**src/rtl/b2_demux_1_4_seq_if.sv**
```systemverilog
// Bundles the write-side inputs and lane-side outputs of the 1:4 demux.
// No added latency; this file holds only wiring.
// No backpressure; the producer may write on every cycle.
interface b2_demux_1_4_seq_if #(
    parameter int W = 2
);
    // Write side: clear, routing control and data word
    logic           clr;
    logic           mode;
    logic [1:0]     sel;
    logic [W-1:0]   d;
    logic           in_valid;

    // Lane side: registered lanes, strobes and frame view
    logic [W-1:0]   y0;
    logic [W-1:0]   y1;
    logic [W-1:0]   y2;
    logic [W-1:0]   y3;
    logic [3:0]     y_strobe;
    logic [1:0]     ptr;
    logic           frame_valid;
    logic [4*W-1:0] frame;

    // Producer drives the write side and observes the lanes
    modport master (
        output clr, mode, sel, d, in_valid,
        input  y0, y1, y2, y3, y_strobe, ptr, frame_valid, frame
    );

    // Demux consumes the write side and drives the lanes
    modport slave (
        input  clr, mode, sel, d, in_valid,
        output y0, y1, y2, y3, y_strobe, ptr, frame_valid, frame
    );
endinterface

```
**src/rtl/b2_demux_1_4_seq.sv**
```systemverilog
// Routes a W-bit word to one of four registered lanes, either by sel or round-robin.
// One cycle: a write sampled at an edge appears on the lane, strobe and frame_valid after it.
// No backpressure; a write is accepted on every edge where in_valid is high.
module b2_demux_1_4_seq #(
    parameter int W = 2
) (
    input  logic                 clk,
    input  logic                 rst_n,
    b2_demux_1_4_seq_if.slave    bus
);

    logic [W-1:0] lane_q [4];
    logic [W-1:0] lane_d [4];
    logic [1:0]   ptr_q;
    logic [1:0]   ptr_d;
    logic [3:0]   strobe_q;
    logic [3:0]   strobe_d;
    logic         frame_valid_q;
    logic         frame_valid_d;
    logic [1:0]   wr_idx;

    // Destination lane: the auto pointer in round-robin mode, sel otherwise.
    // ptr is already 0 on the first auto edge because every addressed cycle zeroes it.
    always_comb begin
        wr_idx = bus.mode ? ptr_q : bus.sel;
    end

    // Next-state: clear beats write; addressed cycles drop any partial auto frame
    always_comb begin
        for (int i = 0; i < 4; i++) begin
            lane_d[i] = lane_q[i];
        end
        ptr_d         = bus.mode ? ptr_q : 2'd0;
        strobe_d      = 4'b0000;
        frame_valid_d = 1'b0;

        if (bus.clr) begin
            for (int i = 0; i < 4; i++) begin
                lane_d[i] = '0;
            end
            ptr_d = 2'd0;
        end else if (bus.in_valid) begin
            for (int i = 0; i < 4; i++) begin
                if (wr_idx == i[1:0]) begin
                    lane_d[i] = bus.d;
                end
            end
            strobe_d = 4'b0001 << wr_idx;
            if (bus.mode) begin
                ptr_d         = ptr_q + 2'd1;
                frame_valid_d = (ptr_q == 2'd3);
            end
        end
    end

    // State registers with asynchronous active-low reset
    always_ff @(posedge clk or negedge rst_n) begin
        if (!rst_n) begin
            for (int i = 0; i < 4; i++) begin
                lane_q[i] <= '0;
            end
            ptr_q         <= 2'd0;
            strobe_q      <= 4'b0000;
            frame_valid_q <= 1'b0;
        end else begin
            for (int i = 0; i < 4; i++) begin
                lane_q[i] <= lane_d[i];
            end
            ptr_q         <= ptr_d;
            strobe_q      <= strobe_d;
            frame_valid_q <= frame_valid_d;
        end
    end

    // Outputs come straight from registers; no combinational path from the inputs
    assign bus.y0          = lane_q[0];
    assign bus.y1          = lane_q[1];
    assign bus.y2          = lane_q[2];
    assign bus.y3          = lane_q[3];
    assign bus.y_strobe    = strobe_q;
    assign bus.ptr         = ptr_q;
    assign bus.frame_valid = frame_valid_q;
    assign bus.frame       = {lane_q[3], lane_q[2], lane_q[1], lane_q[0]};

endmodule

```
**src/flat_wrapper.sv**
```systemverilog
// flat-port wrapper written by rule: the top's interface ports become plain ports
module b2_demux_1_4_seq_flat 
#(
    parameter int W = 2
)
  (clk, rst_n, bus_clr, bus_mode, bus_sel, bus_d, bus_in_valid, bus_y0, bus_y1, bus_y2, bus_y3, bus_y_strobe, bus_ptr, bus_frame_valid, bus_frame);
  b2_demux_1_4_seq_if #(.W(W)) bus_i ();
  input  logic clk;
  input  logic rst_n;
  input wire logic [$bits(bus_i.clr)-1:0] bus_clr;
  input wire logic [$bits(bus_i.mode)-1:0] bus_mode;
  input wire logic [$bits(bus_i.sel)-1:0] bus_sel;
  input wire logic [$bits(bus_i.d)-1:0] bus_d;
  input wire logic [$bits(bus_i.in_valid)-1:0] bus_in_valid;
  output wire logic [$bits(bus_i.y0)-1:0] bus_y0;
  output wire logic [$bits(bus_i.y1)-1:0] bus_y1;
  output wire logic [$bits(bus_i.y2)-1:0] bus_y2;
  output wire logic [$bits(bus_i.y3)-1:0] bus_y3;
  output wire logic [$bits(bus_i.y_strobe)-1:0] bus_y_strobe;
  output wire logic [$bits(bus_i.ptr)-1:0] bus_ptr;
  output wire logic [$bits(bus_i.frame_valid)-1:0] bus_frame_valid;
  output wire logic [$bits(bus_i.frame)-1:0] bus_frame;
  assign bus_i.clr = bus_clr;
  assign bus_i.mode = bus_mode;
  assign bus_i.sel = bus_sel;
  assign bus_i.d = bus_d;
  assign bus_i.in_valid = bus_in_valid;
  assign bus_y0 = bus_i.y0;
  assign bus_y1 = bus_i.y1;
  assign bus_y2 = bus_i.y2;
  assign bus_y3 = bus_i.y3;
  assign bus_y_strobe = bus_i.y_strobe;
  assign bus_ptr = bus_i.ptr;
  assign bus_frame_valid = bus_i.frame_valid;
  assign bus_frame = bus_i.frame;
  b2_demux_1_4_seq #(.W(W)) u_core (.clk(clk), .rst_n(rst_n), .bus(bus_i));
endmodule
```
**config.mk**
```make
export PLATFORM = sky130hd
export DESIGN_NAME = b2_demux_1_4_seq_flat
export DESIGN_NICKNAME = d
export VERILOG_FILES = /design/src/rtl/b2_demux_1_4_seq_if.sv /design/src/rtl/b2_demux_1_4_seq.sv /design/src/flat_wrapper.sv
export SDC_FILE = /design/constraint.sdc
export NUM_CORES = 1
export LEC_CHECK = 0
export ABC_AREA = 1
export BUFFER_PORTS_ARGS = -buffer_cell sky130_fd_sc_hd__buf_4
export CAP_MARGIN = 30
export CORE_MARGIN = 8
export CORE_UTILIZATION = 41
export DETAILED_ROUTE_END_ITERATION = 6
export PLACE_DENSITY = 0.77
export REMOVE_ABC_BUFFERS = 1
export SYNTH_ARGS = -nofsm -noshare
export SYNTH_HDL_FRONTEND = slang
export SYNTH_SLANG_ARGS = --single-unit
```
**constraint.sdc**
```tcl
create_clock -name clk -period 0.87 [get_ports clk]
set_input_delay 0.0435 -clock clk [delete_from_list [all_inputs] [get_ports clk]]
set_output_delay 0.0435 -clock clk [all_outputs]
set_load 0.1 [all_outputs]
```
# After elaboration in Yosys (flattened, before gate mapping)
# Index checks and enable logic that the tools add are counted.
[totals]
inputBits = 9
word_cells = 39
out_inout_bits = 23
regBits = 15
[op_classes]
n_addsub = 1
n_eq_ne = 4
n_reduce_logical = 10
n_shift = 1
mux = 16
[op_table]
columns = ["operator", "count"]
rows = [
  ["2-to-1 mux 2 bit", 9],
  ["2-to-1 mux 8 bit", 2],
  ["nonzero test 2 bit", 5],
  ["2-to-1 mux 4 bit", 2],
  ["AND reduction 2 bit", 4],
  ["== test 2 bit (second input constant)", 3],
  ["<< shifter 1 x 2 -> 4 bit (first input constant)", 1],
  ["2-to-1 mux 1 bit", 3],
  ["adder 2 x 1 -> 2 bit (second input constant)", 1],
  ["== test 2 x 1 -> 1 bit (second input constant)", 1],
  ["logical NOT 2 bit", 1],
]

# Depth between registers and ports, before layout
[logic_depth]
depth_word = 5
ltp_mapped = 7
mapped_depth_nobuf = 7

# Worst setup path after synthesis
# No wires, ideal clock.
[synth_timing]
kind = "flip-flop to flip-flop"
startpoint = "register u_core.ptr_q[0] (netlist: u_core.bus.ptr[0])"
endpoint = "register u_core.lane_q, in the netlist u_core.bus.y2[0]"
arrival_ps = 1490
synth_period_minus_slack_ps = 1611
setup_ps = 121
n_path_buf = 0
required_time_ps = 749
stages_incl_launch_ff = 8
setup_slack_ps = -741
cell_sequence = "dfrtp_1 > inv_1 > nand2_1 > nand2_2 > nand3_2 > nand2_1 > nand2_1 > nand2_1"
[synth_via]
elab_chain_len = 4
[synth_lines]
columns = ["element", "line_no", "source"]
rows = [
  ["start: declaration", "b2_demux_1_4_seq.sv:14", "logic [1:0] ptr_q;"],
  ["start signal: assignment", "b2_demux_1_4_seq.sv:69", "ptr_q <= ptr_d;"],
  ["2-to-1 mux 2 bit", "b2_demux_1_4_seq.sv:25", "wr_idx = bus.mode ? ptr_q : bus.sel;"],
  ["== test 2 bit", "b2_demux_1_4_seq.sv:44", "if (wr_idx == i[1:0]) begin"],
  ["nonzero test 2 bit (no source line)", "--", ""],
  ["AND reduction 2 bit (no source line)", "--", ""],
  ["end signal: indexed assignment", "b2_demux_1_4_seq.sv:67", "lane_q[i] <= lane_d[i];"],
  ["end: declaration", "b2_demux_1_4_seq.sv:12", "logic [W-1:0] lane_q [4];"],
]
# Every way passes these cells.
# A chain may end at the register's enable or synchronous reset.

# Worst setup path in the final report
[layout_timing]
startpoint = "register u_core.ptr_q[1] (netlist: u_core.bus.ptr[1])"
endpoint = "output port bus_ptr[1]"
[layout_lines]
columns = ["element", "line_no", "source"]
rows = [
  ["end: declaration", "flat_wrapper.sv:20", "output wire logic [$bits(bus_i.ptr)-1:0] bus_ptr;"],
]
# No word-level cell between the ends.

==> metrics.yaml <==
status:
  run_status: "finished, violations left"
  violations: "setup timing"
yosys:
  synthSimpleGateAreaFrac_pct: 33.2
  synth_area_leader_cell: "dfrtp_1"
  seq_area_frac_synth_pct: 47.8
  ys.warnings.count: 0
  synth_top_area_share_pct: 47.8
  ys_types: 15
  synthTopCellsByArea: "dfrtp_1 48%, nand2_1 10%, nand3_1 8.9%, buf_4 8.6%, nor2_1 4.8%"
  synth_top_family_by_area: "simple AND/OR/NAND/NOR gates"
  synthAdderAreaFrac_pct: 1.59
  synthMuxAreaShare_pct: 0
  syn_area_sq_um: 785
  syn_area_per_cell_sq_um: 8.26
  syn_inst: 95
  synth-xor-area-share_pct: 0
  synth_seq_cells: 15
  synth_compound_area_share_pct: 1.91
sta:
  fmax_ghz: 0.815
  worst_pin_slew_ps: 295
  setup-tns-final_ps: -6310
  rsz0062_at_grt: "true"
  relSlewSlack_pct: 80.2
  finalCriticalPeriod_ps: 1230
  drv_slew: 0
  finClkSkew_ps: 4.98
  fin_ws_ps: -357
  fin_worst_hold_slack_ps: 49.8
  period_share_pct: 141
  setup_viol: 38
  hold_viol: 0
grt:
  overflow: 0
  grt_pass1_vias: 826
  grt_max_degree: 16
  grt_pass1_wl_um: 3920
  grt_antenna_before_repair: 0
  grt_usage_pct: 15.0
die:
  die_h_um: 59.7
  initial_core_util_pct: 41.7
  io_pins: 32
  die_w_um: 59.7
  core_sq_um: 1880
  rows: 16
  dieArea_sq_um: 3570
clock_tree:
  clock-root-buffer: "clkbuf_4"
  clock_path_buffers: 2
  clkLatencyLatePin_ps: 310
  path_clk_slew_ps: 100
  tritoncts: "built"
  cts.sinks: 15
  cts_buffers: 3
  htreeDepth: 1
final_layout:
  fin_util_pct: 80.1
  area_delta_synth_final_pct: 92.0
  nNetsFinal: 144
  design_area_sq_um: 1510
  n_antenna_cell: 0
  final_layout_size_suffix_gt1_share_pct: 60.2
worst_hold_path:
  hp-start: "bus_clr"
  hold_path.class: "input pin to register"
power:
  netSwitchingPower_uw: 964
  powerDensity_nw_per_um2: 1460
  p_leak_uw: 0.000718
  finalPower_uw: 2200
  p_sw_share_pct: 43.8
  power_frac_seq_pct: 36.0
  clkPwrFrac_pct: 19.8
  vdd_drop_max_mv: 1.12
  power.share.combinational_pct: 44.2
  p_int_uw: 1240
critical_path:
  reg2reg_from: "u_core.bus.ptr[1]"
  required_ps: 830
  crit_start: "u_core.bus.ptr[1]"
  critPathMaxFanout: 3
  cp.arrival_ps: 1180
  startpoint_type: "register"
  critPathCaptureType: "primary output"
  criticalPathCategory: "register to primary output"
drt:
  viasPerCell: 4.99
  dr.pass1.iters: 4
  ant_nets: 0
  drc: 0
  dr_total_vias: 799
  routedWlPerCell_um: 17.5
  dr.first_iter.drc_count: 29
  drt_wl_total_um: 2800
placement:
  hpwl_um: 1550
  gp_congestion: 0.796
  place_area_sq_um: 997
  portBuffers: 31
flow_run:
  maxCapViolations: 0
-- placed cells by master, fill, tap and decap left out, types with 3 or more instances in the layout --
master,Yosys,layout
nor2_2,2,3
nand3_4,0,5
clkbuf_4,0,3
nor2_1,10,6
nand2_1,21,18
dfrtp_1,15,6
inv_1,9,7
nand2_2,5,6
buf_8,0,5
inv_2,1,3
buf_12,0,18
nand3_1,14,10
buf_4,9,14
nor2_4,0,3
dfrtp_2,0,9
buf_6,1,4
dlygate4sd3_1,0,4
-- power by group through the flow --
stage | sequential (uW) | combinational (uW) | clock, uW
floorplan | 1200 | 94.5 | 0
global placement | 768 | 714 | 0
detailed placement | 769 | 723 | 0
CTS | 786 | 919 | 436
global route | 797 | 1000 | 469
finish | 792 | 974 | 436
-- cell families after synthesis --
kind of cell / count (synthesis)
compound gates: 3
flops: 15
buf+inv: 21
simple gates: 55
fa+ha+maj: 1
-- through the flow --
stage,setup WS [ps],std cells
final,-357,160
after global routing,-408,160
after CTS,-226,158
after detailed placement,-263,146
after global placement,-175,146
after floorplan,-960,84
-- state kept, by name, indices dropped and copies added (netlist names) --
register                count
u_core.bus.y3               2
u_core.bus.y_strobe         4
u_core.bus.y1               2
u_core.bus.y2               2
u_core.bus.ptr              2
u_core.bus.frame_valid      1
u_core.bus.y0               2
-- timing repair --
item                                    4_1_cts  5_1_grt
resized for setup                            87       17
hold endpoints to repair                     23        0
hold buffers                                  4        0
setup buffers                                 5        3
pin swaps                                    10        6
endpoints found under the setup margin       37       38
-- layer usage --
layer  track usage, %  up-vias  part of all wire [%]
met2             27.4       23                    56
met3             4.09        7                   4.9
met1             14.7      406                    37
li1                 -      363                     -
met4             8.50        0                   1.8
met5                0        -                     0
-- cells in the mapped netlist, drive strengths merged --
| cell | number |
|---|---|
| a21oi | 2 |
| buf | 11 |
| dfrtp | 15 |
| ha | 1 |
| inv | 10 |
| nand2 | 26 |
| nand3 | 17 |
| nor2 | 12 |
| o21ai | 1 |
-- final cells by class --
class / count / area, sq um
Multi-Input combinational cell: 59 / 395
Fill cell: 104 / 375
Inverter: 10 / 37.5
Tap cell: 27 / 33.8
Timing Repair Buffer: 45 / 626
Sequential cell: 15 / 387
Clock buffer: 3 / 22.5
Clock inverter: 1 / 5.00
-- critical path: stages (launching register included) --
cell,delay [ps]
dfrtp_1,440
buf_4,160
buf_6,110
buf_12,150
-- worst paths after layout --
path                       slack [ps]                 to  cells past startpoint
setup / recovery                 -360         bus_ptr[1]                      3
hold / removal                     50  u_core.bus.ptr[0]                      4
hold reg to reg                   610   u_core.bus.y0[1]                      2
setup reg to reg                 -350   u_core.bus.y1[0]                      6
max in group asynchronous         550   u_core.bus.y3[0]                      2
min in group asynchronous         120   u_core.bus.y0[0]                      2
No activity file was read; power rests on OpenSTA's default activity.
